===== config.mk =====
export PLATFORM = sky130hd
export DESIGN_NAME = reg_file_2w2r_flat
export DESIGN_NICKNAME = d
export VERILOG_FILES = /design/src/rtl/reg_file_2w2r_if.sv /design/src/rtl/reg_file_2w2r.sv /design/src/flat_wrapper.sv
export SDC_FILE = /design/constraint.sdc
export NUM_CORES = 2
export LEC_CHECK = 0
export ABC_CLOCK_PERIOD_IN_PS = 10200
export CAP_MARGIN = 20
export CORE_MARGIN = 5
export CORE_UTILIZATION = 32
export DETAILED_ROUTE_END_ITERATION = 16
export MAX_ROUTING_LAYER = met4
export PLACE_DENSITY = 0.55
export SYNTH_ARGS = -nofsm -noshare
export SYNTH_HDL_FRONTEND = slang
export SYNTH_SLANG_ARGS = --single-unit
export TNS_END_PERCENT = 50

===== constraint.sdc =====
create_clock -name clk -period 10.2 [get_ports clk]
set_clock_uncertainty 0.05 [all_clocks]
set_input_delay 2.04 -clock clk [delete_from_list [all_inputs] [get_ports clk]]
set_output_delay 2.04 -clock clk [all_outputs]
set_load 0.01 [all_outputs]

===== src/rtl/reg_file_2w2r_if.sv =====
// Register-file port bundle: two read ports, two write ports and the ready status.
//
// Handshake: there is no valid/ready transaction handshake on this bundle.
// Reads are purely combinational (rdN follows raN in the same cycle).
// Writes are single-cycle strobes, taken on the rising edge while weN is high.
// ready is a status level, not a per-transfer acknowledge. The master must
// treat the file as unavailable while ready is low: writes are ignored and
// reads return zero during that time.
interface reg_file_2w2r_if #(
    parameter int DW = 32,
    parameter int AW = 5
);
    logic [AW-1:0] ra0;
    logic [AW-1:0] ra1;
    logic [DW-1:0] rd0;
    logic [DW-1:0] rd1;
    logic          we0;
    logic          we1;
    logic [AW-1:0] wa0;
    logic [AW-1:0] wa1;
    logic [DW-1:0] wd0;
    logic [DW-1:0] wd1;
    logic          ready;

    // Datapath side: presents addresses and write data, consumes read data.
    modport master (
        output ra0, ra1, we0, we1, wa0, wa1, wd0, wd1,
        input  rd0, rd1, ready
    );

    // Register-file side.
    modport slave (
        input  ra0, ra1, we0, we1, wa0, wa1, wd0, wd1,
        output rd0, rd1, ready
    );
endinterface


===== src/rtl/reg_file_2w2r.sv =====
// Two-write, two-read register file with optional hard-wired zero register,
// same-cycle write-to-read bypass and a sequential clear engine started by
// synchronous reset. ready goes high once every entry has been cleared.
module reg_file_2w2r #(
    parameter int DW      = 32,
    parameter int AW      = 5,
    parameter int ZERO_R0 = 1,
    parameter int BYPASS  = 1
) (
    input  logic                  clk,
    input  logic                  rst,
    reg_file_2w2r_if.slave        io_bus,
    output logic                  o_dbg_state   // 0 = CLEAR, 1 = RUN
);
    localparam int DEPTH = 1 << AW;

    typedef enum logic {
        S_CLEAR = 1'b0,
        S_RUN   = 1'b1
    } state_t;

    state_t          r_state;
    logic [AW-1:0]   r_cnt;
    logic            r_ready;
    logic [DW-1:0]   r_mem [DEPTH];

    logic            w_wr0_en;
    logic            w_wr1_en;
    logic            w_run;
    logic [DW-1:0]   w_rd0;
    logic [DW-1:0]   w_rd1;

    assign w_run = (r_state == S_RUN);

    // Writes to entry 0 are dropped when it is hard-wired to zero.
    assign w_wr0_en = io_bus.we0 && !((ZERO_R0 != 0) && (io_bus.wa0 == '0));
    assign w_wr1_en = io_bus.we1 && !((ZERO_R0 != 0) && (io_bus.wa1 == '0));

    // Control FSM: walk the clear counter across every entry, then run.
    always_ff @(posedge clk) begin
        if (rst) begin
            r_state <= S_CLEAR;
            r_cnt   <= '0;
            r_ready <= 1'b0;
        end else begin
            case (r_state)
                S_CLEAR: begin
                    r_cnt <= r_cnt + AW'(1);
                    if (r_cnt == {AW{1'b1}}) begin
                        r_state <= S_RUN;
                        r_ready <= 1'b1;
                    end
                end
                S_RUN: begin
                    r_state <= S_RUN;
                    r_ready <= 1'b1;
                end
                default: begin
                    r_state <= S_CLEAR;
                    r_cnt   <= '0;
                    r_ready <= 1'b0;
                end
            endcase
        end
    end

    // Storage array: clear one entry per cycle in CLEAR, take port writes in RUN.
    // Port 1 is written last so it wins an address conflict with port 0.
    always_ff @(posedge clk) begin
        if (!rst) begin
            if (r_state == S_CLEAR) begin
                r_mem[r_cnt] <= '0;
            end else begin
                if (w_wr0_en) r_mem[io_bus.wa0] <= io_bus.wd0;
                if (w_wr1_en) r_mem[io_bus.wa1] <= io_bus.wd1;
            end
        end
    end

    // Combinational read mux: zero outside RUN, zero for entry 0 when hard-wired,
    // otherwise bypass (port 1 before port 0) and finally the stored value.
    always_comb begin
        w_rd0 = '0;
        w_rd1 = '0;
        if (w_run) begin
            if ((ZERO_R0 != 0) && (io_bus.ra0 == '0))
                w_rd0 = '0;
            else if ((BYPASS != 0) && io_bus.we1 && (io_bus.wa1 == io_bus.ra0))
                w_rd0 = io_bus.wd1;
            else if ((BYPASS != 0) && io_bus.we0 && (io_bus.wa0 == io_bus.ra0))
                w_rd0 = io_bus.wd0;
            else
                w_rd0 = r_mem[io_bus.ra0];

            if ((ZERO_R0 != 0) && (io_bus.ra1 == '0))
                w_rd1 = '0;
            else if ((BYPASS != 0) && io_bus.we1 && (io_bus.wa1 == io_bus.ra1))
                w_rd1 = io_bus.wd1;
            else if ((BYPASS != 0) && io_bus.we0 && (io_bus.wa0 == io_bus.ra1))
                w_rd1 = io_bus.wd0;
            else
                w_rd1 = r_mem[io_bus.ra1];
        end
    end

    assign io_bus.rd0   = w_rd0;
    assign io_bus.rd1   = w_rd1;
    assign io_bus.ready = r_ready;
    assign o_dbg_state  = r_state;

endmodule

===== src/flat_wrapper.sv =====
// flat-port wrapper written by rule: the top's interface ports become plain ports
module reg_file_2w2r_flat 
#(
    parameter int DW      = 32,
    parameter int AW      = 5,
    parameter int ZERO_R0 = 1,
    parameter int BYPASS  = 1
)
  (clk, rst, o_dbg_state, io_bus_ra0, io_bus_ra1, io_bus_we0, io_bus_we1, io_bus_wa0, io_bus_wa1, io_bus_wd0, io_bus_wd1, io_bus_rd0, io_bus_rd1, io_bus_ready);
  reg_file_2w2r_if #(.DW(DW), .AW(AW)) io_bus_i ();
  input  logic clk;
  input  logic rst;
  output logic o_dbg_state;
  input wire logic [$bits(io_bus_i.ra0)-1:0] io_bus_ra0;
  input wire logic [$bits(io_bus_i.ra1)-1:0] io_bus_ra1;
  input wire logic [$bits(io_bus_i.we0)-1:0] io_bus_we0;
  input wire logic [$bits(io_bus_i.we1)-1:0] io_bus_we1;
  input wire logic [$bits(io_bus_i.wa0)-1:0] io_bus_wa0;
  input wire logic [$bits(io_bus_i.wa1)-1:0] io_bus_wa1;
  input wire logic [$bits(io_bus_i.wd0)-1:0] io_bus_wd0;
  input wire logic [$bits(io_bus_i.wd1)-1:0] io_bus_wd1;
  output wire logic [$bits(io_bus_i.rd0)-1:0] io_bus_rd0;
  output wire logic [$bits(io_bus_i.rd1)-1:0] io_bus_rd1;
  output wire logic [$bits(io_bus_i.ready)-1:0] io_bus_ready;
  assign io_bus_i.ra0 = io_bus_ra0;
  assign io_bus_i.ra1 = io_bus_ra1;
  assign io_bus_i.we0 = io_bus_we0;
  assign io_bus_i.we1 = io_bus_we1;
  assign io_bus_i.wa0 = io_bus_wa0;
  assign io_bus_i.wa1 = io_bus_wa1;
  assign io_bus_i.wd0 = io_bus_wd0;
  assign io_bus_i.wd1 = io_bus_wd1;
  assign io_bus_rd0 = io_bus_i.rd0;
  assign io_bus_rd1 = io_bus_i.rd1;
  assign io_bus_ready = io_bus_i.ready;
  reg_file_2w2r #(.DW(DW), .AW(AW), .ZERO_R0(ZERO_R0), .BYPASS(BYPASS)) u_core (.clk(clk), .rst(rst), .io_bus(io_bus_i), .o_dbg_state(o_dbg_state));
endmodule

Word-level counts from Yosys, hierarchy flattened
Memory sizes are Yosys's and may differ from the RTL's. Cells that the tools add are included.

Add/subtract/negate cells: 1. Eq/ne operators: 6. Mux-type cells: 26. Bitwise logic cells: 1. Reductions and logical operators: 13.

Operator list (number): $mux W32 (9); $reduce_or A32 Y1 (1); $eq A5 B5 Y1 (4); $logic_not A5 Y1 (4); $mux W1 (14); $logic_and A1 B1 Y1 (6); $add A5 B1 Y5 const B (1); $eq A5 B5 Y1 const B (1); $mux W5 (1); $pmux W1 S2 (2); $logic_not A1 Y1 (2); $ne A2 B1 Y1 const B (1); $not A1 Y1 (1).

Flip-flop bits (word level): 7. RAM bits: 1024. Word-level logic and storage cells: 51. Memories kept: 1.

Memories: u_core.r_mem (depth 32, width 32, rd ports 2, clocked after Yosys merged registers in 0, write ports 2, RTL line reg_file_2w2r.sv:25) `logic [DW-1:0] r_mem [DEPTH];`.

Longest topological paths before layout
Depth after elaboration: 9. Mapped depth: 10.

Worst setup path after synthesis
No wires, ideal clock.

Kind: input to output. Start point: input io_bus_ra0[0]. End point: output io_bus_rd0[26]. Data arrival time: 3741 ps. Required time: 8110 ps. Path slack: 4369 ps. Stages on the path: 8. Path buffers: 3. Cell sequence: buf_2 -> buf_2 -> buf_2 -> mux4_2 -> a22oi_1 -> nand2_1 -> o22ai_1 -> o21ai_0.

Cells in the longest elaborated chain, start to end: 6. Elaborated cells on any way between the ends: 10.

Ends and longest elaborated chain: start, declared (RTL line flat_wrapper.sv:14) `input wire logic [$bits(io_bus_i.ra0)-1:0] io_bus_ra0;`; branches (longest 4 deep; another with $mem_v2 Z32 W32); $mux W32 (*) (RTL line reg_file_2w2r.sv:86) `if ((ZERO_R0 != 0) && (io_bus.ra0 == '0))`; $mux W32 (*) (RTL line reg_file_2w2r.sv:85) `if (w_run) begin`; end, declared (RTL line flat_wrapper.sv:22) `output wire logic [$bits(io_bus_i.rd0)-1:0] io_bus_rd0;`.

Mark *: on every way between the ends.

Worst setup path after layout
Start point: input io_bus_ra0[4]. End point: output io_bus_rd0[22].

Same word-level chain as after synthesis.

==> metrics <==
Worst-Margin Slew=1.234 ns; # Max-Cap Violations=0; Worst-path clk slew=0.06 ns; clock tree sinks=1031; worst path bufs/invs=3; final hold violations=0; status=completed; via count=45100; max incr delay on CP=0.81 ns; post-route ant nets=0; Syn Std Cell Area=59700 um2; Post-Synthesis Cells=5154; Period minus WS final=8.439 ns; number of vias per cell=6.030; pwr/cell area=141.4 nW/um2; Crit path max-delay family=buffers and inverters; placed wire-length estimate=134400 um; Syn-to-layout area delta=12.79%; initial antenna violation count=9; Critical-path top delay cell=clkdlybuf4s50_1; Worst-Skew Late Latency=0.73 ns; Final Max Tran Viols=0; synth warn=0; Synth top area share=51.50%; vias in the first global route=43380; largest area contributor in the synthesized netlist=edfxtp_1; Synth Register Bits=1031; Critical Path Sink Type=output pin; Async SR Flop Fraction=0%; fraction of layout cells with a size suffix above 1=18.98%; H-tree Lvls=3; Worst EP required=8.11 ns; Die Y-Extent=441.9 um; post-synthesis sequential area ratio=51.74%; Syn Area/Cell=11.58 um2; WL final=238600 um; GP Congestion=0.8553; gr ovfl total=0; peak supply drop=0.0001297 V; most frequent CP cell=clkdlybuf4s50_1; Boundary Pins=154; Main synth FF type=edfxtp_1; setup tns final=0 ns; Syn Nets=5244; Die W=441.9 um; filler instances=17810; CTS Buf Count=108; final period utilization=82.74%; first-pass GRT wire length=333000 um; Rows=158; crit-path max FO=23; Multi-input gate area=26540 um2; fin util=36.32%; Synth cell types=55; GR Util All Layers=24.27%; First DRT Iteration DRCs=6096; Starting Density=32.20%; cells along the critical path=clkdlybuf4s50_1 -> nor2_4 -> buf_4 -> a22oi_1 -> nand2_1 -> o22ai_1 -> o21ai_0 -> clkdlybuf4s50_1; CTS Buffer Depth=3; die area=195300 um2; synth cell count leaders=nand2_1 (1231), o21ai_0 (1052), edfxtp_1 (1024), mux4_2 (512), clkbuf_1 (498); f_max=118.5 MHz; Resized cells post-CTS=0; Root Driver=clkbuf_16; CTS tree=built; Leakage Power=19.50 nW; Core Area=185400 um2; synth top area cells=edfxtp_1 (52%), mux4_2 (19%), o21ai_0 (8.8%); Final #Nets=5000; WS Path Type=in -> out; min-delay worst type=reg -> reg; WL/cell=31.90 um; RSZ-0062 raised after global routing=false; First-pass DRT Iterations=8; Worst setup SP type=input port; cts hold-fix bufs=0; Seq. cell area=30890 um2; largest net degree at the start of global routing=102; Slew HR=17.76%; Post-CTS Setup Repair Bufs=0; most frequent cell after synthesis=nand2_1; number of remaining DRC errors=0; number of enable flip-flop cells after synthesis=1024; I/O Buffers=153; Worst Path Arrival=6.35 ns; # setup viols final=0
==> report_power, final <==
group / total (W) / internal (W) / leakage (nW) / switching, W
sequential: 0.00463 / 0.00462 / 8.34 / 0.0000135
clock: 0.00407 / 0.00232 / 1.71 / 0.00175
combinational: 0.000819 / 0.000297 / 9.45 / 0.000523
total: 0.00952 / 0.00724 / 19.5 / 0.00228
==> through the flow <==
step                instances  hold WS (ns)  power [W]  worst slack (ns)  cell area (um2)
floorplan                5154        0.4618   0.005210             4.369            59700
global placement         7264        0.4132   0.005529             1.797            63410
detailed placement       7268        0.4244   0.005532             1.923            63510
CTS                      7463        0.4383   0.009546             1.885            67030
global route             7479        0.4705   0.009747             1.825            67340
finish                   7480        0.4275   0.009521             1.761            67340
==> registers in the layout, indices dropped and copies added (netlist names) <==
signal and flops:
u_core.r_mem 1024, u_core.r_cnt 5, u_core.o_dbg_state 1, u_core.io_bus.ready 1
==> path summary, 6_finish.rpt <==
path / depth (start not counted) / start / end / slack, ns
worst max register to register: 6 / u_core.o_dbg_state$_SDFF_PP0_ / u_core.r_mem[4][28]$_DFFE_PP_ / 5.28
worst max-delay path: 8 / io_bus_ra0[4] / io_bus_rd0[22] / 1.76
worst min register to register: 2 / u_core.io_bus.ready$_SDFFE_PP0P_ / u_core.io_bus.ready$_SDFFE_PP0P_ / 0.43
worst min-delay path: 2 / u_core.io_bus.ready$_SDFFE_PP0P_ / u_core.io_bus.ready$_SDFFE_PP0P_ / 0.43
==> worst min-delay path, stage by stage, from the launching register on <==
cell     delay (ns)
dfxtp_1        0.33
nor3_1         0.05
nor2_1         0.07
==> kinds of logic after synthesis <==
family          count (synthesis)  share of synthesized area (%)
buf+inv                       708                          4.900
fa+ha+maj                       2                        0.04191
compound gates               1393                          12.91
flops                        1031                          51.74
simple gates                 1386                          9.032
mux                           611                          21.04
xor+xnor                       23                         0.3374
==> area by class of cell <==
| class | instances | area share (%) |
|---|---|---|
| sequential | 1031 | 45.87 |
| multi-input combinational | 3415 | 39.41 |
| timing repair buffer | 318 | 4.680 |
| tap | 2480 | 4.608 |
| clock buffer | 135 | 4.290 |
| clock inverter | 60 | 0.9290 |
| inverter | 36 | 0.2007 |
| antenna | 5 | 0.01858 |
==> placed cells by master (no fill, tap or decap), types with 26 or more instances in the layout <==
| cell | count |
|---|---|
| a21o_1 | 30 |
| a22oi_1 | 66 |
| buf_4 | 144 |
| clkbuf_16 | 112 |
| clkdlybuf4s50_1 | 144 |
| clkinv_1 | 32 |
| edfxtp_1 | 1024 |
| inv_1 | 36 |
| mux2_2 | 31 |
| mux2i_1 | 68 |
| mux4_2 | 512 |
| nand2_1 | 1230 |
| nor2_1 | 79 |
| o2111ai_1 | 32 |
| o21ai_0 | 1052 |
| o21ai_1 | 38 |
| o21bai_4 | 26 |
| o221ai_1 | 31 |
| o22ai_1 | 96 |
==> layer usage <==
layer	GRT usage, %	vias to the layer above	share of wire (%)
met5	-	-	0
met4	14.30	0	7.2
met3	4.046	770	9.7
met2	40.05	2950	49
met1	27.96	22510	34
li1	-	18880	-
Note: power is estimated with default switching activity, not from simulation.
